File: config.mk
export PLATFORM = sky130hd
export DESIGN_NAME = red_pitaya_sys_master_flat
export DESIGN_NICKNAME = d
export VERILOG_FILES = /design/src/rtl/red_pitaya_sys_pkg.sv /design/src/rtl/red_pitaya_sys_master_if.sv /design/src/rtl/red_pitaya_sys_tmo.sv /design/src/rtl/red_pitaya_sys_master.sv /design/src/flat_wrapper.sv
export SDC_FILE = /design/constraint.sdc
export NUM_CORES = 1
export LEC_CHECK = 0
export ABC_AREA = 0
export BUFFER_PORTS_ARGS = -buffer_cell sky130_fd_sc_hd__buf_2
export CAP_MARGIN = 30
export CORE_MARGIN = 2
export CORE_UTILIZATION = 48
export DETAILED_ROUTE_END_ITERATION = 6
export GPL_ROUTABILITY_DRIVEN = 0
export PLACE_DENSITY = 0.85
export SLEW_MARGIN = 15
export SYNTH_ARGS = -nofsm -noshare
export SYNTH_HDL_FRONTEND = slang
export SYNTH_HIERARCHICAL = 1
export SYNTH_SLANG_ARGS = --single-unit
export TNS_END_PERCENT = 10
File: constraint.sdc
create_clock -name clk_i -period 4.2 [get_ports clk_i]
set_input_delay 0.84 -clock clk_i [delete_from_list [all_inputs] [get_ports clk_i]]
set_output_delay 0.84 -clock clk_i [all_outputs]
set_load 0.01 [all_outputs]
File: src/rtl/red_pitaya_sys_pkg.sv
// Shared types for the red_pitaya system-bus initiator.
// FSM states, timeout counter width and response status flags.
package red_pitaya_sys_pkg;

  localparam int SYS_TMO_W = 16;

  typedef enum logic [1:0] {
    IDLE = 2'd0,
    WAIT = 2'd1,
    RESP = 2'd2
  } state_t;

  typedef struct packed {
    logic err;
    logic tmo;
  } rsp_stat_t;

endpackage

File: src/rtl/red_pitaya_sys_master_if.sv
// Command/response handshake and system-bus signals of the initiator.
// master: the initiator side; slave: the sequencer/responder side.
interface red_pitaya_sys_master_if #(
  parameter int AW = 32,
  parameter int DW = 32
);
  logic          cmd_valid_i;
  logic          cmd_ready_o;
  logic          cmd_wr_i;
  logic [AW-1:0] cmd_addr_i;
  logic [DW-1:0] cmd_wdata_i;
  logic          rsp_valid_o;
  logic          rsp_ready_i;
  logic [DW-1:0] rsp_rdata_o;
  logic          rsp_err_o;
  logic          rsp_tmo_o;
  logic [AW-1:0] sys_addr_o;
  logic [DW-1:0] sys_wdata_o;
  logic          sys_wen_o;
  logic          sys_ren_o;
  logic [DW-1:0] sys_rdata_i;
  logic          sys_err_i;
  logic          sys_ack_i;
  logic          busy_o;

  modport master (
    input  cmd_valid_i, cmd_wr_i, cmd_addr_i, cmd_wdata_i,
    input  rsp_ready_i, sys_rdata_i, sys_err_i, sys_ack_i,
    output cmd_ready_o, rsp_valid_o, rsp_rdata_o, rsp_err_o,
    output rsp_tmo_o, sys_addr_o, sys_wdata_o, sys_wen_o,
    output sys_ren_o, busy_o
  );

  modport slave (
    output cmd_valid_i, cmd_wr_i, cmd_addr_i, cmd_wdata_i,
    output rsp_ready_i, sys_rdata_i, sys_err_i, sys_ack_i,
    input  cmd_ready_o, rsp_valid_o, rsp_rdata_o, rsp_err_o,
    input  rsp_tmo_o, sys_addr_o, sys_wdata_o, sys_wen_o,
    input  sys_ren_o, busy_o
  );
endinterface

File: src/rtl/red_pitaya_sys_tmo.sv
// Ack timeout counter: cleared by load, counts while en, flags expiry at TMO.
// Built only when SYS_MST_TIMEOUT_EN is defined.
module red_pitaya_sys_tmo
  import red_pitaya_sys_pkg::*;
#(
  parameter int TMO = 255
) (
  input  logic clk_i,
  input  logic rstn_i,
  input  logic load,
  input  logic en,
  output logic expire
);

  logic [SYS_TMO_W-1:0] cnt;

  always_ff @(posedge clk_i or negedge rstn_i) begin
    if (!rstn_i) begin
      cnt <= '0;
    end else if (load) begin
      cnt <= '0;
    end else if (en) begin
      cnt <= cnt + 1'b1;
    end
  end

  assign expire = en && (cnt == SYS_TMO_W'(TMO));

endmodule

File: src/rtl/red_pitaya_sys_master.sv
// System-bus initiator: one command in, one bus transfer, one response out.
// Optional ack timeout enabled by defining SYS_MST_TIMEOUT_EN.
module red_pitaya_sys_master
  import red_pitaya_sys_pkg::*;
#(
  parameter int AW  = 32,
  parameter int DW  = 32,
  parameter int TMO = 255
) (
  input logic clk_i,
  input logic rstn_i,
  red_pitaya_sys_master_if.master bus
);

  if (TMO < 1 || TMO > 65535) begin : g_bad_tmo
    $error("red_pitaya_sys_master: TMO out of range");
  end

  state_t        state, state_n;
  logic          cmd_ready_q, cmd_ready_n;
  logic          wen_q, wen_n, ren_q, ren_n;
  logic          wr_q, wr_n;
  logic [AW-1:0] addr_q, addr_n;
  logic [DW-1:0] wdata_q, wdata_n;
  logic          rsp_valid_q, rsp_valid_n;
  logic [DW-1:0] rdata_q, rdata_n;
  rsp_stat_t     stat_q, stat_n;
  logic          hs;
  logic          strobe;
  logic          expire;

  assign hs     = bus.cmd_valid_i && cmd_ready_q;
  assign strobe = wen_q || ren_q;

`ifdef SYS_MST_TIMEOUT_EN
  red_pitaya_sys_tmo #(.TMO(TMO)) u_tmo (
    .clk_i  (clk_i),
    .rstn_i (rstn_i),
    .load   (hs),
    .en     (state == WAIT),
    .expire (expire)
  );
`else
  assign expire = 1'b0;
`endif

  always_comb begin
    state_n     = state;
    cmd_ready_n = 1'b0;
    wen_n       = 1'b0;
    ren_n       = 1'b0;
    wr_n        = wr_q;
    addr_n      = addr_q;
    wdata_n     = wdata_q;
    rsp_valid_n = rsp_valid_q;
    rdata_n     = rdata_q;
    stat_n      = stat_q;
    unique case (state)
      IDLE: begin
        cmd_ready_n = 1'b1;
        if (hs) begin
          state_n     = WAIT;
          cmd_ready_n = 1'b0;
          wr_n        = bus.cmd_wr_i;
          addr_n      = bus.cmd_addr_i;
          wen_n       = bus.cmd_wr_i;
          ren_n       = !bus.cmd_wr_i;
          if (bus.cmd_wr_i) wdata_n = bus.cmd_wdata_i;
        end
      end
      WAIT: begin
        // an ack during our own strobe cycle belongs to an older transfer
        if (!strobe && bus.sys_ack_i) begin
          state_n     = RESP;
          rsp_valid_n = 1'b1;
          stat_n      = '{err: bus.sys_err_i, tmo: 1'b0};
          if (!wr_q && !bus.sys_err_i) rdata_n = bus.sys_rdata_i;
          else                         rdata_n = '0;
        end else if (expire) begin
          state_n     = RESP;
          rsp_valid_n = 1'b1;
          stat_n      = '{err: 1'b0, tmo: 1'b1};
          rdata_n     = '0;
        end
      end
      RESP: begin
        if (bus.rsp_ready_i) begin
          state_n     = IDLE;
          rsp_valid_n = 1'b0;
          rdata_n     = '0;
          stat_n      = '0;
        end
      end
      default: state_n = IDLE;
    endcase
  end

  always_ff @(posedge clk_i or negedge rstn_i) begin
    if (!rstn_i) begin
      state       <= IDLE;
      cmd_ready_q <= 1'b0;
      wen_q       <= 1'b0;
      ren_q       <= 1'b0;
      wr_q        <= 1'b0;
      addr_q      <= '0;
      wdata_q     <= '0;
      rsp_valid_q <= 1'b0;
      rdata_q     <= '0;
      stat_q      <= '0;
    end else begin
      state       <= state_n;
      cmd_ready_q <= cmd_ready_n;
      wen_q       <= wen_n;
      ren_q       <= ren_n;
      wr_q        <= wr_n;
      addr_q      <= addr_n;
      wdata_q     <= wdata_n;
      rsp_valid_q <= rsp_valid_n;
      rdata_q     <= rdata_n;
      stat_q      <= stat_n;
    end
  end

  assign bus.cmd_ready_o = cmd_ready_q;
  assign bus.sys_addr_o  = addr_q;
  assign bus.sys_wdata_o = wdata_q;
  assign bus.sys_wen_o   = wen_q;
  assign bus.sys_ren_o   = ren_q;
  assign bus.rsp_valid_o = rsp_valid_q;
  assign bus.rsp_rdata_o = rdata_q;
  assign bus.rsp_err_o   = stat_q.err;
  assign bus.rsp_tmo_o   = stat_q.tmo;
  assign bus.busy_o      = (state != IDLE);

endmodule

File: src/flat_wrapper.sv
// flat-port wrapper written by rule: the top's interface ports become plain ports
module red_pitaya_sys_master_flat import red_pitaya_sys_pkg::*;
#(
  parameter int AW  = 32,
  parameter int DW  = 32,
  parameter int TMO = 255
)
  (clk_i, rstn_i, bus_cmd_valid_i, bus_cmd_wr_i, bus_cmd_addr_i, bus_cmd_wdata_i, bus_rsp_ready_i, bus_sys_rdata_i, bus_sys_err_i, bus_sys_ack_i, bus_cmd_ready_o, bus_rsp_valid_o, bus_rsp_rdata_o, bus_rsp_err_o, bus_rsp_tmo_o, bus_sys_addr_o, bus_sys_wdata_o, bus_sys_wen_o, bus_sys_ren_o, bus_busy_o);
  red_pitaya_sys_master_if #(.AW(AW), .DW(DW)) bus_i ();
  input logic clk_i;
  input logic rstn_i;
  input wire logic [$bits(bus_i.cmd_valid_i)-1:0] bus_cmd_valid_i;
  input wire logic [$bits(bus_i.cmd_wr_i)-1:0] bus_cmd_wr_i;
  input wire logic [$bits(bus_i.cmd_addr_i)-1:0] bus_cmd_addr_i;
  input wire logic [$bits(bus_i.cmd_wdata_i)-1:0] bus_cmd_wdata_i;
  input wire logic [$bits(bus_i.rsp_ready_i)-1:0] bus_rsp_ready_i;
  input wire logic [$bits(bus_i.sys_rdata_i)-1:0] bus_sys_rdata_i;
  input wire logic [$bits(bus_i.sys_err_i)-1:0] bus_sys_err_i;
  input wire logic [$bits(bus_i.sys_ack_i)-1:0] bus_sys_ack_i;
  output wire logic [$bits(bus_i.cmd_ready_o)-1:0] bus_cmd_ready_o;
  output wire logic [$bits(bus_i.rsp_valid_o)-1:0] bus_rsp_valid_o;
  output wire logic [$bits(bus_i.rsp_rdata_o)-1:0] bus_rsp_rdata_o;
  output wire logic [$bits(bus_i.rsp_err_o)-1:0] bus_rsp_err_o;
  output wire logic [$bits(bus_i.rsp_tmo_o)-1:0] bus_rsp_tmo_o;
  output wire logic [$bits(bus_i.sys_addr_o)-1:0] bus_sys_addr_o;
  output wire logic [$bits(bus_i.sys_wdata_o)-1:0] bus_sys_wdata_o;
  output wire logic [$bits(bus_i.sys_wen_o)-1:0] bus_sys_wen_o;
  output wire logic [$bits(bus_i.sys_ren_o)-1:0] bus_sys_ren_o;
  output wire logic [$bits(bus_i.busy_o)-1:0] bus_busy_o;
  assign bus_i.cmd_valid_i = bus_cmd_valid_i;
  assign bus_i.cmd_wr_i = bus_cmd_wr_i;
  assign bus_i.cmd_addr_i = bus_cmd_addr_i;
  assign bus_i.cmd_wdata_i = bus_cmd_wdata_i;
  assign bus_i.rsp_ready_i = bus_rsp_ready_i;
  assign bus_i.sys_rdata_i = bus_sys_rdata_i;
  assign bus_i.sys_err_i = bus_sys_err_i;
  assign bus_i.sys_ack_i = bus_sys_ack_i;
  assign bus_cmd_ready_o = bus_i.cmd_ready_o;
  assign bus_rsp_valid_o = bus_i.rsp_valid_o;
  assign bus_rsp_rdata_o = bus_i.rsp_rdata_o;
  assign bus_rsp_err_o = bus_i.rsp_err_o;
  assign bus_rsp_tmo_o = bus_i.rsp_tmo_o;
  assign bus_sys_addr_o = bus_i.sys_addr_o;
  assign bus_sys_wdata_o = bus_i.sys_wdata_o;
  assign bus_sys_wen_o = bus_i.sys_wen_o;
  assign bus_sys_ren_o = bus_i.sys_ren_o;
  assign bus_busy_o = bus_i.busy_o;
  red_pitaya_sys_master #(.AW(AW), .DW(DW), .TMO(TMO)) u_core (.clk_i(clk_i), .rstn_i(rstn_i), .bus(bus_i));
endmodule
Yosys cells after proc, flatten, opt, wreduce, memory -nomap -nowiden
Index checks and enable logic that the tools add are counted.
{"block": "op_classes", "n_eq_ne": 5, "mux": 19, "n_reduce_logical": 15}
{"cell": "two-way mux 32 bit", "count": 3}
{"cell": "case mux 32 bit (2 select lines)", "count": 1}
{"cell": "AND reduction 3 bit", "count": 3}
{"cell": "two-way mux 1 bit", "count": 8}
{"cell": "two-way mux 2 bit", "count": 4}
{"cell": "case mux 2 bit (3 select lines)", "count": 1}
{"cell": "zero test 1 bit", "count": 4}
{"cell": "inequality test 2 x 1 -> 1 bit (second input constant)", "count": 2}
{"cell": "case mux 2 bit (2 select lines)", "count": 1}
{"cell": "nonzero test 2 bit", "count": 2}
{"cell": "logical AND 1 bit", "count": 3}
{"cell": "equality test 2 x 1 -> 1 bit (second input constant)", "count": 1}
{"cell": "equality test 2 bit (second input constant)", "count": 1}
{"cell": "zero test 2 bit", "count": 1}
{"cell": "inequality test 2 bit (second input constant)", "count": 1}
{"cell": "case mux 1 bit (2 select lines)", "count": 1}
{"cell": "AND reduction 2 bit", "count": 1}
{"cell": "logical OR 1 bit", "count": 1}
{"block": "word_totals", "ff_bits": 105, "inputBits": 103, "output_inout_bits": 103, "wordCells": 50}

Longest topological paths before layout
Gate-level depths: netlist of run 1.
{"block": "logic_depth", "ltp_word": 5, "mapped_depth": 5}

Worst setup path after synthesis of run 1
Ideal clock, no wire load.
{"block": "synth_path", "kind": "input-to-reg", "from": "in bus_sys_ack_i", "to": "reg u_core.rdata_q[10] (netlist: u_core/bus.rsp_rdata_o[10])", "setup_ps": 64, "arrival_ps": 1869, "t_required_ps": 4136, "path_slack_ps": 2268, "cell_stages": 4, "path_buffers": 1, "path_cell_list": "or3b_4 nor4_4 buf_6 a22o_2"}
{"block": "synth_via", "elab_chain_len": 3}
{"item": "from (decl)", "line_no": "flat_wrapper.sv:19", "text": "input wire logic [$bits(bus_i.sys_ack_i)-1:0] bus_sys_ack_i;"}
{"item": "logical AND 1 bit", "line_no": "red_pitaya_sys_master.sv:73", "text": "if (!strobe && bus.sys_ack_i) begin"}
{"item": "inequality test 2 x 1 -> 1 bit (no line)"}
{"item": "AND reduction 3 bit (no line)"}
{"item": "to (signal assigned)", "line_no": "red_pitaya_sys_master.sv:119", "text": "rdata_q <= rdata_n;"}
{"item": "to (decl)", "line_no": "red_pitaya_sys_master.sv:26", "text": "logic [DW-1:0] rdata_q, rdata_n;"}
No other way between the ends.
A chain may end at the register's enable or synchronous reset.

Worst setup path in the final report of run 1
{"block": "layout_path", "from": "in bus_cmd_valid_i", "to": "reg u_core.wdata_q[0] (netlist: u_core/bus.sys_wdata_o[0])"}
{"block": "layout_via", "elab_chain_len": 2}
{"item": "from (decl)", "line_no": "flat_wrapper.sv:12", "text": "input wire logic [$bits(bus_i.cmd_valid_i)-1:0] bus_cmd_valid_i;"}
{"item": "logical AND 1 bit", "line_no": "red_pitaya_sys_master.sv:32", "text": "assign hs = bus.cmd_valid_i && cmd_ready_q;"}
{"item": "AND reduction 3 bit (no line)"}
{"item": "to (signal assigned)", "line_no": "red_pitaya_sys_master.sv:117", "text": "wdata_q <= wdata_n;"}
{"item": "to (decl)", "line_no": "red_pitaya_sys_master.sv:24", "text": "logic [DW-1:0] wdata_q, wdata_n;"}
No other way between the ends.

==> metrics.txt, run 1 <==
outcome finished, final reports clean; Synth top cells by count 104 x dfrtp_1, 36 x mux2_2, 28 x a22o_2, 28 x mux2_1, 5 x buf_4; # resized after CTS 0; Worst-Skew Late Latency approximately 350 ps; nets between 500 and 600; leakage power 0.00275 uW; Syn. warnings 6; worst-path maximum fanout 34; Worst Tran Pin Value between 600 and 700 ps; syn_nets 342; vias in the first global route roughly 2.9k; Post-CTS Hold Buffers 0; R2R Setup Slk approximately 2100 ps; period utilization 0.508; Critical-path top delay cell and4bb_2; Peak Freq between 400 and 500 MHz; port buffer count 204; first-pass GRT wire length approximately 13,000 um; Die X approximately 94 um; via-per-instance ratio 5.06; setup violators final 0; Worst slew margin 0.596; DR pass1 iterations 6; final max-slew violation count 0; top cell type's share of synthesized area 0.666; Area Overhead vs Synth 33.4%; critical path class primary input to flop; largest net degree at the start of global routing 45; Max IR drop VDD around 0.36 mV; top-count cell post-synth dfrtp_1; post-CTS setup buffer count 0; Die Y 94.2 um; post-synthesis cell area between 0.003 and 0.004 mm^2; CTS tree done; clock buffer depth 2; 1st-iter DRT viols between 50 and 60; leading area contributor after synthesis dfrtp_1; # H-tree levels 3; share of layout cells above drive strength 1 0.658; HP Class primary input to async pin; most used flip-flop cell after synthesis dfrtp_1; Crit. End Element flop; # rows 32; CTS buffer count 9; Starting Density 0.501; Vias around 2.8k; mean post-synth cell area roughly 16 um^2; Synth area leaders dfrtp_1 67%, mux2_2 10%, mux2_1 8.1%; IO Count between 200 and 250; DR top layer met4; post-route minimum period ~2100 ps; Setup WS pre-CTS ~1600 ps; Num Clock Sinks ~100; Largest stage delay, worst path about 580 ps; sequential cell area between 0.002 and 0.003 mm^2; ANT nets after route 0; DP HPWL around 6700 um; routed length on met2 between 4000 and 5000 um; Syn Inst Count around 240; multi-input logic area ~0.0012 mm^2; Worst Reg-to-Reg Cells 3; Worst Skew between 8 and 9 ps; n_diodes 0; CP arrival approximately 2400 ps; core area approximately 0.0078 mm^2; RSZ-0062 raised after global routing false; dpl cells 536; WL final between 8000 and 9000 um; Post-Route M1 WL approximately 3300 um; root buffer cell clkbuf_8; gr ovfl total 0; register bit total from synthesis ~100; sum of negative setup slack 0 ps; routed wl met3 between 800 and 900 um; number of synthesized flops with an enable pin 0; Setup crit start kind primary input; Clock Pin Slew Worst Setup and Hold Paths roughly 100 ps; pwr dens 758 mW/mm^2; Non-Filler Instances 552; RR Startpoint u_core/state[1]$_DFFE_PN0P_; DRC Markers 0; total track usage 0.197; die area 0.00888 mm^2; post-synth cell types 27; Worst R2R End u_core/bus.sys_wdata_o[0]$_DFFE_PN0P_; WL/cell 15.9 um; initial antenna violation count 0; sequential area share after synthesis 0.666; final setup margin 2070 ps; worst path cell trace buf_2, and4bb_2, nand2_4, mux2_1; max cap viols 0; # fillers a little under 600; Critical Path RT 4420 ps; Post-synth ARST share 1.00; Hold Violations, Final 0
==> per-stage QoR <==
stage / utilization / area [um^2] / hold WS (ps) / power (uW)
6_report: 0.668 / 5210 / 344 / 3950
5_1_grt: 0.668 / 5210 / 336 / 4210
4_1_cts: 0.668 / 5210 / 335 / 4000
3_5_place_dp: 0.641 / 5000 / 468 / 3360
3_3_place_gp: 0.641 / 5000 / 451 / 3280
2_1_floorplan: - / 3910 / 496 / 2640
==> worst max-delay path: cells and delay by family <==
family        cells  cell delay, ps
buf+inv           1              90
simple gates      2             960
mux               1             450
==> worst max-delay path by stage <==
stage	from	to
2_1_floorplan	bus_sys_ack_i	u_core/bus.rsp_rdata_o[10]$_DFFE_PN0P_
3_3_place_gp	bus_cmd_valid_i	u_core/bus.sys_wdata_o[23]$_DFFE_PN0P_
3_5_place_dp	bus_cmd_valid_i	u_core/bus.sys_wdata_o[0]$_DFFE_PN0P_
4_1_cts	bus_cmd_valid_i	u_core/bus.sys_wdata_o[0]$_DFFE_PN0P_
5_1_grt	bus_cmd_valid_i	u_core/bus.sys_wdata_o[0]$_DFFE_PN0P_
6_report	bus_cmd_valid_i	u_core/bus.sys_wdata_o[0]$_DFFE_PN0P_
==> registers in the layout (all words and copies together), names as in the netlist <==
name and cells:
u_core/bus.sys_addr_o 32, u_core/bus.sys_wen_o 1, u_core/bus.rsp_valid_o 1, u_core/bus.sys_ren_o 1
u_core/bus.rsp_err_o 1, u_core/wr_q 1, u_core/bus.rsp_rdata_o 32, u_core/state 2
u_core/bus.cmd_ready_o 1, u_core/bus.sys_wdata_o 32
==> area by class of cell <==
cell class              count  area share
inverters                   2     0.00144
clock inverters             6      0.0139
well taps                 102      0.0245
multi-input cells         119       0.231
clock buffers              10      0.0264
repair buffers            209       0.204
flip-flops and latches    104       0.499
==> layout by cell type (no fill, tap or decap), types with 2 or more instances in the layout <==
| cell | count |
|---|---|
| nand2b_1 | 2 |
| a22o_2 | 28 |
| nand2_1 | 4 |
| clkbuf_8 | 10 |
| inv_6 | 3 |
| buf_2 | 203 |
| mux2_1 | 28 |
| a22o_1 | 4 |
| o21ai_0 | 2 |
| buf_4 | 6 |
| nor2b_1 | 2 |
| mux2_2 | 36 |
| dfrtp_1 | 104 |
| inv_1 | 2 |
==> layer usage <==
layer  vias to the layer above  global-route usage
li1                       1278                   -
met1                      1365               0.220
met2                       135               0.354
met3                        16              0.0618
met4                         0              0.0652
met5                         -                   0
==> cell families after synthesis <==
logic type / Yosys count / share of synthesized area
buffers and inverters: 16 / 0.0269
other: 1 / 0.000959
AO/OA/AOI/OAI: 38 / 0.0906
multiplexers: 64 / 0.184
AND/OR/NAND/NOR: 16 / 0.0314
flip-flops: 104 / 0.666
==> power by group <==
group / leakage, uW / total, uW / switching [uW] / internal [uW]
clock network: 0.000104 / 637 / 337 / 300
logic: 0.00135 / 1560 / 752 / 809
registers: 0.00130 / 1760 / 260 / 1500
Note: power is estimated with default switching activity, not from simulation.
==> inputs of run 2 (changes only) <==
--- a/config.mk
+++ b/config.mk
@@ -5,14 +5,14 @@
 export SDC_FILE = /design/constraint.sdc
 export NUM_CORES = 1
 export LEC_CHECK = 0
-export ABC_AREA = 0
+export ABC_AREA = 1
 export BUFFER_PORTS_ARGS = -buffer_cell sky130_fd_sc_hd__buf_2
 export CAP_MARGIN = 30
 export CORE_MARGIN = 2
-export CORE_UTILIZATION = 48
+export CORE_UTILIZATION = 46
 export DETAILED_ROUTE_END_ITERATION = 6
 export GPL_ROUTABILITY_DRIVEN = 0
-export PLACE_DENSITY = 0.85
+export PLACE_DENSITY = 0.8
 export SLEW_MARGIN = 15
 export SYNTH_ARGS = -nofsm -noshare
 export SYNTH_HDL_FRONTEND = slang
==> constraint.sdc (replaced) <==
create_clock -name clk_i -period 2.2 [get_ports clk_i]
set_input_delay 0.44 -clock clk_i [delete_from_list [all_inputs] [get_ports clk_i]]
set_output_delay 0.44 -clock clk_i [all_outputs]
set_load 0.01 [all_outputs]
==> run 2 against run 1 <==
Net effect: area after synthesis rose by 9.9%; first-iteration DRC count grew to 3.0 times the previous value; critical path depth decreased by 1; count of clock-buffer cells in the layout unchanged; routed wire length grew 19%; register-to-register slack worse by 1500 ps; sequential power rose by 73%; clock power increased by 95%; critical path type is now flop to output pin; critical endpoint is now bus_busy_o; highest routed layer unchanged.
==> metrics.txt, run 2 <==
Int Pwr between 4000 and 5000 uW; Die X a little over 100 um; WL/cell between 10 and 15 um; # resized after CTS 0; Critical-path top delay cell dfrtp_1; post-CTS setup buffer count 0; worst-path maximum fanout 5; Worst-Skew Late Latency roughly 360 ps; WL final around 10,000 um; routed length on met2 4850 um; Num Clock Sinks around 100; Synth Area in XOR/XNOR 0; post-synthesis cell area 0.00430 mm^2; Worst Tran Pin Value approximately 560 ps; clock buffer depth 2; root buffer cell clkbuf_8; commonest cells after routing, fill and taps aside 272 x nand2_1, 203 x buf_2, 104 x dfrtp_1; Worst slew margin 0.627; Syn Inst Count roughly 520; leading area contributor after synthesis dfrtp_1; ANT nets after route 0; DR top layer met4; vias in the first global route 3,810; top-count cell post-synth nand2_1; commonest non-fill, non-tap cell in the layout nand2_1; Setup WS pre-CTS approximately 650 ps; Synth top cells by count 272 x nand2_1, 104 x dfrtp_1, 35 x inv_1, 35 x nand3_1, 35 x nor2_1; die area just over 0.01 mm^2; compound-cell area share of the yosys netlist 0.00175; mean post-synth cell area slightly above 8 um^2; sw power 2930 uW; Area Overhead vs Synth 30.4%; Synth Area in Simple Gates 0.323; largest net degree at the start of global routing between 50 and 60; total track usage 0.215; initial antenna violation count 0; largest family of logic cells by synthesized area simple AND/OR/NAND/NOR gates; IO Count around 200; via-per-instance ratio 4.67; routed wl met3 roughly 830 um; Starting Density 0.469; n_diodes 0; HP Class primary input to async pin; period utilization 0.743; DRC Markers 0; sum of negative setup slack 0 ps; 1st-iter DRT viols roughly 160; Syn. warnings 6; post-synth cell types 14; final max-slew violation count 0; Vias 3,887; outcome finished, final reports clean; Post-synth ARST share 1.00; critical path class flop to output pin; mux contribution to synthesized area 0; CTS buffer count 9; R2R Setup Slk 660 ps; register share of total power 0.420; Post-Route M1 WL 4580 um; port buffer count about 200; Synth area leaders dfrtp_1 61%, nand2_1 24%, nand3_1 4.1%; Final Cell Area 0.00560 mm^2; DR pass1 iterations 4; DP HPWL ~7500 um; max cap viols 0; post-route minimum period about 1600 ps; pwr dens roughly 1300 mW/mm^2; Hold Violations, Final 0; RSZ-0062 raised after global routing false; gr ovfl total 0; worst path cell trace nor2_2, inv_2, buf_2; Die Y around 100 um; core area approximately 0.0092 mm^2; top cell type's share of synthesized area 0.606; syn_nets between 600 and 700; Largest stage delay, worst path 450 ps; Clock Pin Slew Worst Setup and Hold Paths approximately 100 ps; # H-tree levels 3; nets a little over 800; adder and majority gate portion of the synthesized area 0; Worst Path Buf+Inv 2; most used flip-flop cell after synthesis dfrtp_1; # rows 35; clock power share 0.171; Peak Freq 612 MHz; setup violators final 0; switching part of the total power 0.404; Setup crit start kind flop; register bit total from synthesis roughly 100; Max IR drop VDD approximately 0.66 mV; leakage power 0.00356 uW; Critical Path RT about 1800 ps; Crit. End Element output pin; share of layout cells above drive strength 1 0.330; CTS tree done; Post-CTS Hold Buffers 0; CP arrival approximately 1200 ps; Crit path max-delay family flip-flops; sequential area share after synthesis 0.606; placed inst area approximately 0.0054 mm^2; first-pass GRT wire length approximately 17,000 um; Worst Skew between 10 and 15 ps; final setup margin roughly 570 ps; number of synthesized flops with an enable pin 0; combinational share of power 0.409
-- run 2: per-stage QoR --
stage / total power, uW / std cells / utilization / hold slack (ps)
finish: 7250 / 832 / 0.612 / 26.6
global route: 7860 / 832 / 0.612 / 50.5
CTS: 7340 / 832 / 0.612 / 31.3
detailed placement: 6070 / 816 / 0.589 / 435
global placement: 5950 / 816 / 0.589 / 429
floorplan: 4870 / 519 / - / 144
-- run 2: cells by family (layout without fill, tap and decap cells) --
kind of cell | count (synthesis) | after routing
AND/OR/NAND/NOR | 347 | 347
flip-flops | 104 | 104
buffers and inverters | 66 | 268
other | 1 | 1
AO/OA/AOI/OAI | 1 | 1
-- run 2: cell type report --
type | count | area (um^2)
Sequential cell | 104 | 2600
Inverter | 41 | 154
Tap cell | 111 | 139
Multi-Input combinational cell | 349 | 1400
Fill cell | 786 | 3550
Clock buffer | 10 | 138
Timing Repair Buffer | 211 | 1100
Clock inverter | 6 | 72.6
-- run 2: worst paths after layout --
kind	from	cells after the start	end
worst max-delay path	u_core/state[1]$_DFFE_PN0P_	3	bus_busy_o
worst min-delay path	rstn_i	1	u_core/bus.rsp_rdata_o[8]$_DFFE_PN0P_
worst max register to register	u_core/state[0]$_DFFE_PN0P_	7	u_core/bus.rsp_rdata_o[31]$_DFFE_PN0P_
worst min register to register	u_core/bus.sys_addr_o[31]$_DFFE_PN0P_	2	u_core/bus.sys_addr_o[31]$_DFFE_PN0P_
max in group asynchronous	rstn_i	2	u_core/bus.sys_addr_o[27]$_DFFE_PN0P_
min in group clk_i	bus_cmd_wdata_i[5]	3	u_core/bus.sys_wdata_o[5]$_DFFE_PN0P_
-- run 2: layer usage --
| metal | vias up | track usage |
|---|---|---|
| li1 | 1931 | - |
| met1 | 1769 | 0.291 |
| met2 | 169 | 0.341 |
| met3 | 18 | 0.0479 |
| met4 | 0 | 0.0790 |
| met5 | - | 0 |
-- run 2: worst reg2reg max path, delay by kind of cell, from the launching register on --
family | cells | cell delay, ps
and+or+nand+nor | 5 | 590
DFF | 1 | 410
buffers and inverters | 2 | 430
-- run 2: power by group through the flow --
stage | logic (uW) | clock network [uW] | registers, uW
after floorplan | 1470 | 0 | 3390
after global placement | 2900 | 0 | 3060
after detailed placement | 3010 | 0 | 3060
after CTS | 3000 | 1290 | 3050
after global routing | 3350 | 1360 | 3140
final | 2960 | 1240 | 3050
==> inputs of run 3 (changes only) <==
--- a/config.mk
+++ b/config.mk
@@ -9,10 +9,10 @@
 export BUFFER_PORTS_ARGS = -buffer_cell sky130_fd_sc_hd__buf_2
 export CAP_MARGIN = 30
 export CORE_MARGIN = 2
-export CORE_UTILIZATION = 46
+export CORE_UTILIZATION = 42
 export DETAILED_ROUTE_END_ITERATION = 6
 export GPL_ROUTABILITY_DRIVEN = 0
-export PLACE_DENSITY = 0.8
+export PLACE_DENSITY = 0.77
 export SLEW_MARGIN = 15
 export SYNTH_ARGS = -nofsm -noshare
 export SYNTH_HDL_FRONTEND = slang
==> constraint.sdc (replaced) <==
create_clock -name clk_i -period 1.3 [get_ports clk_i]
set_input_delay 0.26 -clock clk_i [delete_from_list [all_inputs] [get_ports clk_i]]
set_output_delay 0.26 -clock clk_i [all_outputs]
set_load 0.01 [all_outputs]
==> run 3 against run 2 <==
Net effect: the flow now finishes with violations (negative setup slack); sequential cell count stayed put; count of clock-buffer cells in the layout is the same; clock power grew 51%; sequential power increased by 69%; power is 87% higher; final area increased by 8.6%; first-iteration DRC count rose by 70%; critical path depth is 6 higher; die area up 9.1%; worst setup slack worse by 640 ps; register-to-register slack got worse by 740 ps; highest routed layer is now met5.
==> metrics.txt, run 3 (same netlist as run 2, synthesis figures left out) <==
outcome finished, violations left; failing checks negative setup slack; largest net degree at the start of global routing 43; Clock Pin Slew Worst Setup and Hold Paths around 100 ps; critical path class flop to flop; share of layout cells above drive strength 1 0.361; CTS tree done; Area Overhead vs Synth 41.7%; pwr dens between 2000 and 2500 mW/mm^2; ANT nets after route 0; commonest cells after routing, fill and taps aside 265 x nand2_1, 202 x buf_2, 104 x dfrtp_1; clock buffer depth 2; nets around 840; setup violators final slightly below 90; leakage power 0.00374 uW; Starting Density 0.436; cell mode on critical path nand2_1; DR pass1 iterations 5; # H-tree levels 3; Die Y approximately 110 um; placed inst area between 0.005 and 0.006 mm^2; post-route minimum period about 1400 ps; die area 0.0111 mm^2; DRC Markers 0; CP arrival 1680 ps; final setup margin -78.5 ps; commonest non-fill, non-tap cell in the layout nand2_1; max cap viols 0; # rows 36; port buffer count between 200 and 250; period utilization 1.06; initial antenna violation count 1; multi-input logic area around 0.0015 mm^2; total track usage 0.206; IO Count 206; Vias between 4k and 5k; Num Clock Sinks 104; Crit. End Element flop; Worst-Skew Late Latency 370 ps; Final Cell Area just over 0.006 mm^2; # fillers about 850; worst-path maximum fanout 8; Hold Violations, Final 0; via-per-instance ratio about 4.6; root buffer cell clkbuf_8; RSZ-0062 raised after global routing true; CTS buffer count 9; Worst Skew around 8.5 ps; final max-slew violation count 0; 1st-iter DRT viols about 270; Max IR drop VDD 0.977 mV; first-pass GRT wire length about 18,000 um; n_diodes 0; Peak Freq just over 700 MHz; WL final ~12,000 um; HP Class primary input to flop; Setup crit start kind flop; dpl cells ~850; sequential cell area around 0.0026 mm^2; Setup WS pre-CTS -22.5 ps; worst path cell trace nor2_2, inv_2, buf_12, nor2_8, nand2_4, clkinv_8, clkbuf_16, nand2_1, nand2_1; Critical Path RT 1600 ps; gr ovfl total 0; Die X 105 um; hold slack final between 70 and 80 ps; vias in the first global route between 3k and 4k; core area approximately 0.0099 mm^2; DP HPWL just under 8000 um; Non-Filler Instances approximately 900; WL/cell around 13 um; Critical-path top delay cell dfrtp_1; Largest stage delay, worst path ~410 ps
[run 3: layout make-up]
type | count | area share
Timing Repair Buffer | 233 | 0.247
Inverter | 41 | 0.0290
Multi-Input combinational cell | 349 | 0.239
Tap cell | 133 | 0.0273
Sequential cell | 104 | 0.427
Clock buffer | 10 | 0.0226
Clock inverter | 6 | 0.00719
[run 3: stage by stage]
stage / power (uW) / utilization / TNS, ps
2_1_floorplan: 8230 / - / 0
3_3_place_gp: 10400 / 0.563 / 0
3_5_place_dp: 10600 / 0.563 / -89.7
4_1_cts: 12800 / 0.595 / -3390
5_1_grt: 14600 / 0.617 / -11340
6_report: 13600 / 0.617 / -2430
[run 3: layer usage]
layer | up-vias | GRT usage | share of wire
met1 | 1862 | 0.259 | 0.42
met3 | 20 | 0.0449 | 0.075
met5 | - | 0 | 0.0011
met4 | 2 | 0.0771 | 0.017
li1 | 1984 | - | -
met2 | 190 | 0.348 | 0.49
[run 3: final timing paths]
kind	start	end	slack (ps)	cells after the start
min in group asynchronous	rstn_i	u_core/bus.sys_addr_o[5]$_DFFE_PN0P_	330	2
min reg2reg	u_core/bus.sys_addr_o[30]$_DFFE_PN0P_	u_core/bus.sys_addr_o[30]$_DFFE_PN0P_	470	2
max in group asynchronous	rstn_i	u_core/bus.sys_wdata_o[15]$_DFFE_PN0P_	430	3
max reg2reg	u_core/state[0]$_DFFE_PN0P_	u_core/bus.sys_wdata_o[6]$_DFFE_PN0P_	-80	9
max	u_core/state[0]$_DFFE_PN0P_	u_core/bus.sys_wdata_o[6]$_DFFE_PN0P_	-80	9
min	bus_cmd_wdata_i[19]	u_core/bus.sys_wdata_o[19]$_DFFE_PN0P_	80	3
[run 3: timing repair]
item,in CTS,in global routing
gates cloned,2,6
hold buffers,1,0
hold endpoints to repair,21,0
resized for setup,11,23
pin swaps,2,3
buffers inserted,4,1
endpoints found under the setup margin,45,101
[run 3: critical path: cells and delay by family, from the launching register on]
kind,cells,cell delay (ps)
simple gates,5,460
buf+inv,4,440
flops,1,410
[run 3: report_power, final]
group | switching, uW | leakage [uW] | total, uW | internal (uW)
Sequential | 658 | 0.00133 | 5140 | 4490
Clock | 1120 | 0.0000809 | 1870 | 752
Combinational | 3680 | 0.00233 | 6570 | 2890
Total | 5460 | 0.00374 | 13600 | 8130
